[src/rtl/press_classifier_pkg.sv]
// Shared state encoding and default timing constants for the press classifier.
package press_classifier_pkg;

  typedef enum logic [2:0] {
    ST_IDLE,
    ST_DEB_PRESS,
    ST_HELD,
    ST_LONG,
    ST_DEB_REL
  } state_t;

  localparam int DEF_DEB_CYC  = 1000;
  localparam int DEF_LONG_CYC = 100000;

endpackage

[src/rtl/press_channel.sv]
// One input channel: 2-flop synchronizer, debounce/hold FSM and its counters.
//
//   state        | meaning
//   -------------+-----------------------------------------------------------
//   ST_IDLE      | released, level=0, waiting for sync to go high
//   ST_DEB_PRESS | sync high, counting DEB_CYC stable cycles before accepting
//   ST_HELD      | level=1, hold counter running toward LONG_CYC
//   ST_LONG      | level=1, long press already reported, hold counter saturated
//   ST_DEB_REL   | sync low, counting DEB_CYC stable cycles before releasing;
//                | long_flag remembers whether HELD or LONG was left
module press_channel
  import press_classifier_pkg::*;
#(
  parameter int DEB_CYC  = DEF_DEB_CYC,
  parameter int LONG_CYC = DEF_LONG_CYC
) (
  input  logic clk,
  input  logic rst_n,
  input  logic in,
  output logic level,
  output logic press_short,
  output logic press_long
);

  // A one-cycle debounce still needs a 1-bit counter to hold the compare value.
  localparam int DW = (DEB_CYC > 1) ? $clog2(DEB_CYC) : 1;
  localparam int HW = $clog2(LONG_CYC + 1);

  localparam logic [DW-1:0] DEB_LAST  = DW'(DEB_CYC - 1);
  localparam logic [HW-1:0] HOLD_LAST = HW'(LONG_CYC - 1);
  localparam logic [HW-1:0] HOLD_SAT  = HW'(LONG_CYC);

  logic          sync_q1, sync;
  state_t        state, state_n;
  logic [DW-1:0] deb_cnt, deb_n;
  logic [HW-1:0] hold_cnt, hold_n;
  logic          long_flag, flag_n;
  logic          level_n, short_n, long_n;

  // Synchronizer, FSM state, counters and registered outputs.
  always_ff @(posedge clk or negedge rst_n) begin
    if (!rst_n) begin
      sync_q1     <= 1'b0;
      sync        <= 1'b0;
      state       <= ST_IDLE;
      deb_cnt     <= '0;
      hold_cnt    <= '0;
      long_flag   <= 1'b0;
      level       <= 1'b0;
      press_short <= 1'b0;
      press_long  <= 1'b0;
    end else begin
      sync_q1     <= in;
      sync        <= sync_q1;
      state       <= state_n;
      deb_cnt     <= deb_n;
      hold_cnt    <= hold_n;
      long_flag   <= flag_n;
      level       <= level_n;
      press_short <= short_n;
      press_long  <= long_n;
    end
  end

  // Next-state, counter and output decisions from the synchronized input.
  always_comb begin
    state_n = state;
    deb_n   = deb_cnt;
    hold_n  = hold_cnt;
    flag_n  = long_flag;
    level_n = level;
    short_n = 1'b0;
    long_n  = 1'b0;
    case (state)
      ST_IDLE: begin
        if (sync) begin
          state_n = ST_DEB_PRESS;
          deb_n   = '0;
        end
      end
      ST_DEB_PRESS: begin
        if (!sync) begin
          state_n = ST_IDLE;
        end else if (deb_cnt == DEB_LAST) begin
          state_n = ST_HELD;
          level_n = 1'b1;
          hold_n  = '0;
        end else begin
          deb_n = deb_cnt + 1'b1;
        end
      end
      ST_HELD: begin
        if (!sync) begin
          state_n = ST_DEB_REL;
          deb_n   = '0;
          flag_n  = 1'b0;
        end else if (hold_cnt == HOLD_LAST) begin
          state_n = ST_LONG;
          long_n  = 1'b1;
          hold_n  = HOLD_SAT;
        end else begin
          hold_n = hold_cnt + 1'b1;
        end
      end
      ST_LONG: begin
        if (!sync) begin
          state_n = ST_DEB_REL;
          deb_n   = '0;
          flag_n  = 1'b1;
        end
      end
      ST_DEB_REL: begin
        // A bounce back high resumes the press where it left off, hold count intact.
        if (sync) begin
          state_n = long_flag ? ST_LONG : ST_HELD;
        end else if (deb_cnt == DEB_LAST) begin
          state_n = ST_IDLE;
          level_n = 1'b0;
          short_n = ~long_flag;
        end else begin
          deb_n = deb_cnt + 1'b1;
        end
      end
      default: state_n = ST_IDLE;
    endcase
  end

endmodule

[src/rtl/press_classifier.sv]
// Multi-channel press classifier: CH independent debounced short/long press detectors.
module press_classifier
  import press_classifier_pkg::*;
#(
  parameter int CH       = 4,
  parameter int DEB_CYC  = DEF_DEB_CYC,
  parameter int LONG_CYC = DEF_LONG_CYC
) (
  input  logic          clk,
  input  logic          rst_n,
  input  logic [CH-1:0] in,
  output logic [CH-1:0] level,
  output logic [CH-1:0] press_short,
  output logic [CH-1:0] press_long
);

  for (genvar g = 0; g < CH; g++) begin : g_ch
    press_channel #(
      .DEB_CYC  (DEB_CYC),
      .LONG_CYC (LONG_CYC)
    ) u_ch (
      .clk         (clk),
      .rst_n       (rst_n),
      .in          (in[g]),
      .level       (level[g]),
      .press_short (press_short[g]),
      .press_long  (press_long[g])
    );
  end

endmodule

[config.mk]
export PLATFORM = sky130hd
export DESIGN_NAME = press_classifier
export DESIGN_NICKNAME = d
export VERILOG_FILES = /design/src/rtl/press_classifier_pkg.sv /design/src/rtl/press_channel.sv /design/src/rtl/press_classifier.sv
export SDC_FILE = /design/constraint.sdc
export NUM_CORES = 1
export LEC_CHECK = 0
export CAP_MARGIN = 20
export CORE_MARGIN = 8
export CORE_UTILIZATION = 57
export DETAILED_ROUTE_END_ITERATION = 16
export GPL_TIMING_DRIVEN = 0
export PLACE_DENSITY = 0.77
export REMOVE_ABC_BUFFERS = 1
export SLEW_MARGIN = 10
export SYNTH_ARGS = -nofsm -noshare
export SYNTH_HDL_FRONTEND = slang
export SYNTH_SLANG_ARGS = --single-unit
[constraint.sdc]
create_clock -name clk -period 1.95 [get_ports clk]
set_input_delay 0.4875 -clock clk [delete_from_list [all_inputs] [get_ports clk]]
set_output_delay 0.4875 -clock clk [all_outputs]
set_load 0.05 [all_outputs]
==> flow_metrics.env <==
export IMPL_holdPathEnd="g_ch[1].u_ch.sync"
export IMPL_clock_latency_ns=0.43
export IMPL_fin_area_sq_um=9780
export IMPL_pre_cts_slack_ns=-0.718
export IMPL_hpwl_microns=10800
export IMPL_whs_path_depth=0
export IMPL_hold_ws_ns=0.347
export IMPL_holdCritStartpoint="g_ch[1].u_ch.sync_q1"
export IMPL_startpoint="g_ch[3].u_ch.deb_cnt[0]"
export IMPL_drcViolationCount=0
export IMPL_ant_nets=0
export IMPL_multi_input_area_sq_um=4590
export IMPL_synth_edf_count=0
export IMPL_synthCells=910
export IMPL_postLayoutCoreUtil=0.713
export IMPL_cp_arrival_ns=2.44
export IMPL_io_pins=18
export IMPL_fin_tns_setup_ns=-0.779
export IMPL_maxCapViolCount=0
export IMPL_maxClockFrequency_ghz=0.481
export IMPL_cp_max_fo=4
export IMPL_layout_setup_ws_ns=-0.131
export IMPL_placementRows=43
export IMPL_yosysWarningCount=0
export IMPL_nets=966
export IMPL_place_area_sq_um=8130
export IMPL_avgSynthCellArea_sq_um=8.72
export IMPL_worstSetupEndpointType="flip-flop"
export IMPL_critPathTopFamily="simple AND/OR/NAND/NOR gates"
export IMPL_synth_cell_types=64
export IMPL_finalCritPeriodShare=1.07
export IMPL_yosys_top_cells_area="dfrtp_1 (45%), o21ai_0 (7.2%), nand2_1 (3.9%)"
export IMPL_cts_made_buffers=17
export IMPL_fp_dieH_microns=134
export IMPL_vias=7217
export IMPL_path_class="reg -> reg"
export IMPL_slew_violations=0
export IMPL_syn_area_sq_um=7940
export IMPL_r2r_start="g_ch[3].u_ch.deb_cnt[0]"
export IMPL_finClkSkew_ns=0.00827
export IMPL_first_iter_violations=564
export IMPL_vdd_drop_max_v=0.000656
export IMPL_first_global_vias=6487
export IMPL_antenna_cells=0
export IMPL_grt_ovfl_total=0
export IMPL_start_util=0.579
export IMPL_path_depth=6
export IMPL_yosys_top_cells_count="dfrtp_1 (144), o21ai_0 (114), nand2_1 (82), nor2_1 (82), nand3_1 (52)"
export IMPL_area_delta_synth_final_pct=23.3
export IMPL_period_minus_slack_ns=2.08
export IMPL_worst_path_max_delay_cell="or4b_4"
export IMPL_cp_num_buf_inv=0
export IMPL_synth_most_common_cell="dfrtp_1"
export IMPL_clk_pin_slew_worst_paths_ns=0.06
export IMPL_routabilityCongestion=0.849
export IMPL_r2r_end="g_ch[3].u_ch.hold_cnt[4]"
export IMPL_async_flop_share=1.00
export IMPL_p_total_mw=7.04
export IMPL_firstDrtPassIters=5
export IMPL_clk_path_buf_depth=2
export IMPL_power_density_nw_per_um2=720
export IMPL_maxSlewHeadroom=0.661
export IMPL_slowest_delay_ns=0.50
export IMPL_grt_max_degree=104
export IMPL_ys_ff_latch=144
export IMPL_ys_flop_type="dfrtp_1"
export IMPL_die_area_sq_um=18000
export IMPL_synth_top_area_share=0.454
export IMPL_fillers=997
export IMPL_finalHoldViolCount=0
export IMPL_wirelength_microns=18600
export IMPL_path_cells="ha_4 -> nand2_4 -> or4b_4 -> o41a_4 -> or4_1 -> nand2_1"
export IMPL_wire_per_inst_microns=16.3
export IMPL_grt_total_usage=0.201
export IMPL_drive_above_1_share=0.220
export IMPL_tightest_slew_ns=0.504
export IMPL_grt_pass1_wl_microns=30400
export IMPL_htreeDepth=4
export IMPL_reg2reg_slack_ns=-0.13
export IMPL_viasPerCell=6.30
export IMPL_ff2ff_path_depth=6
export IMPL_stdcell_count=1145
export IMPL_seq_area_sq_um=3630
export IMPL_cts_sinks=144
export IMPL_worstSetupStartpointType="flip-flop"
export IMPL_rsz0062_at_grt="yes"
export IMPL_min_path_type="reg -> reg"
export IMPL_power_leakage_nw=4.08
export IMPL_synth_top_area_cell="dfrtp_1"
export IMPL_numPortBuffers=17
export IMPL_antenna_found_initial=0
export IMPL_placed_cells=1057
export IMPL_dieWidth_microns=134
export IMPL_cts_tree="done"
export IMPL_status="complete, but fails checks"
export IMPL_violations="setup timing"
export IMPL_root_buffer="clkbuf_16"
export IMPL_coreArea_sq_um=13700
export IMPL_setup_viol_count_final=21
export IMPL_critPathRequiredTime_ns=2.31
export IMPL_ys_seq_area_frac=0.454
## flip-flops by register name, indices dropped and copies added (netlist names)
| signal | flops |
|---|---|
| g_ch.u_ch.press_short | 4 |
| g_ch.u_ch.level | 4 |
| g_ch.u_ch.sync | 4 |
| g_ch.u_ch.deb_cnt | 40 |
| g_ch.u_ch.hold_cnt | 68 |
| g_ch.u_ch.sync_q1 | 4 |
| g_ch.u_ch.state | 12 |
| g_ch.u_ch.press_long | 4 |
| g_ch.u_ch.long_flag | 4 |
## worst max-delay path by stage
stage / endpoint / slack (ns)
floorplan: g_ch[3].u_ch.hold_cnt[4] / -0.30
global placement: g_ch[2].u_ch.hold_cnt[14] / -5.34
detailed placement: g_ch[3].u_ch.hold_cnt[4] / -0.72
CTS: g_ch[3].u_ch.hold_cnt[4] / -0.17
global route: g_ch[3].u_ch.hold_cnt[4] / -0.19
finish: g_ch[3].u_ch.hold_cnt[4] / -0.13
## cells in the final DEF, fill, tap and decap left out, types with 12 or more instances in the layout
cell type | Yosys | routed
a21oi_1 | 50 | 40
nand2_1 | 82 | 75
dfrtp_1 | 144 | 124
inv_1 | 15 | 15
o31ai_1 | 16 | 14
o21ai_2 | 0 | 12
nand4_1 | 30 | 30
clkbuf_16 | 0 | 17
nand3_1 | 52 | 50
nor2b_1 | 16 | 13
dfrtp_2 | 0 | 20
buf_4 | 12 | 46
dlygate4sd2_1 | 0 | 12
nor3_1 | 26 | 19
and3_1 | 23 | 23
nand2b_1 | 29 | 27
o21ai_1 | 1 | 15
o21ai_0 | 114 | 87
a31oi_1 | 22 | 22
nor2_1 | 82 | 75
## worst reg2reg max path: stages, from the launching register on
cell     delay [ns]
dfrtp_1        0.39
ha_4           0.17
nand2_4        0.05
or4b_4         0.50
o41a_4         0.41
or4_1          0.42
nand2_1        0.09
## routing by layer
metal  up-vias  GRT usage  routed length [microns]
met4         0     0.0774                      289
li1       3438          -                        -
met2       249      0.316                     8980
met1      3498      0.266                     8270
met3        32     0.0456                     1080
met5         -          0                        0
## logic make-up (layout without fill, tap and decap cells)
logic type | count (synthesis) | in the layout | share of synthesized area
buf+inv | 68 | 120 | 0.0392
compound gates | 248 | 249 | 0.183
simple gates | 422 | 424 | 0.287
flops | 144 | 144 | 0.454
fa+ha+maj | 8 | 8 | 0.0126
mux | 10 | 10 | 0.0134
xor+xnor | 10 | 10 | 0.0110
## cell type report
cell class                      count  area share
Multi-Input combinational cell    701       0.469
Tap cell                          180      0.0230
Timing Repair Buffer               73      0.0653
Clock buffer                       23      0.0499
Inverter                           15     0.00575
Clock inverter                      9      0.0157
Sequential cell                   144       0.371
## power by group
| group | internal (mW) | switching, mW | total (mW) |
|---|---|---|---|
| combinational | 0.155 | 0.229 | 0.384 |
| clock | 2.27 | 1.24 | 3.52 |
| sequential | 3.05 | 0.0897 | 3.14 |
| total | 5.48 | 1.56 | 7.04 |
## timing repair
action / in CTS / in global routing
pin swaps: 28 / 28
gates resized for setup: 95 / 85
cloned: 2 / 2
endpoints found under the setup margin: 107 / 96
hold endpoints to repair: 41 / 0
hold buffers: 1 / 0
buffers inserted: 24 / 27
(Power assumes the default switching activity.)
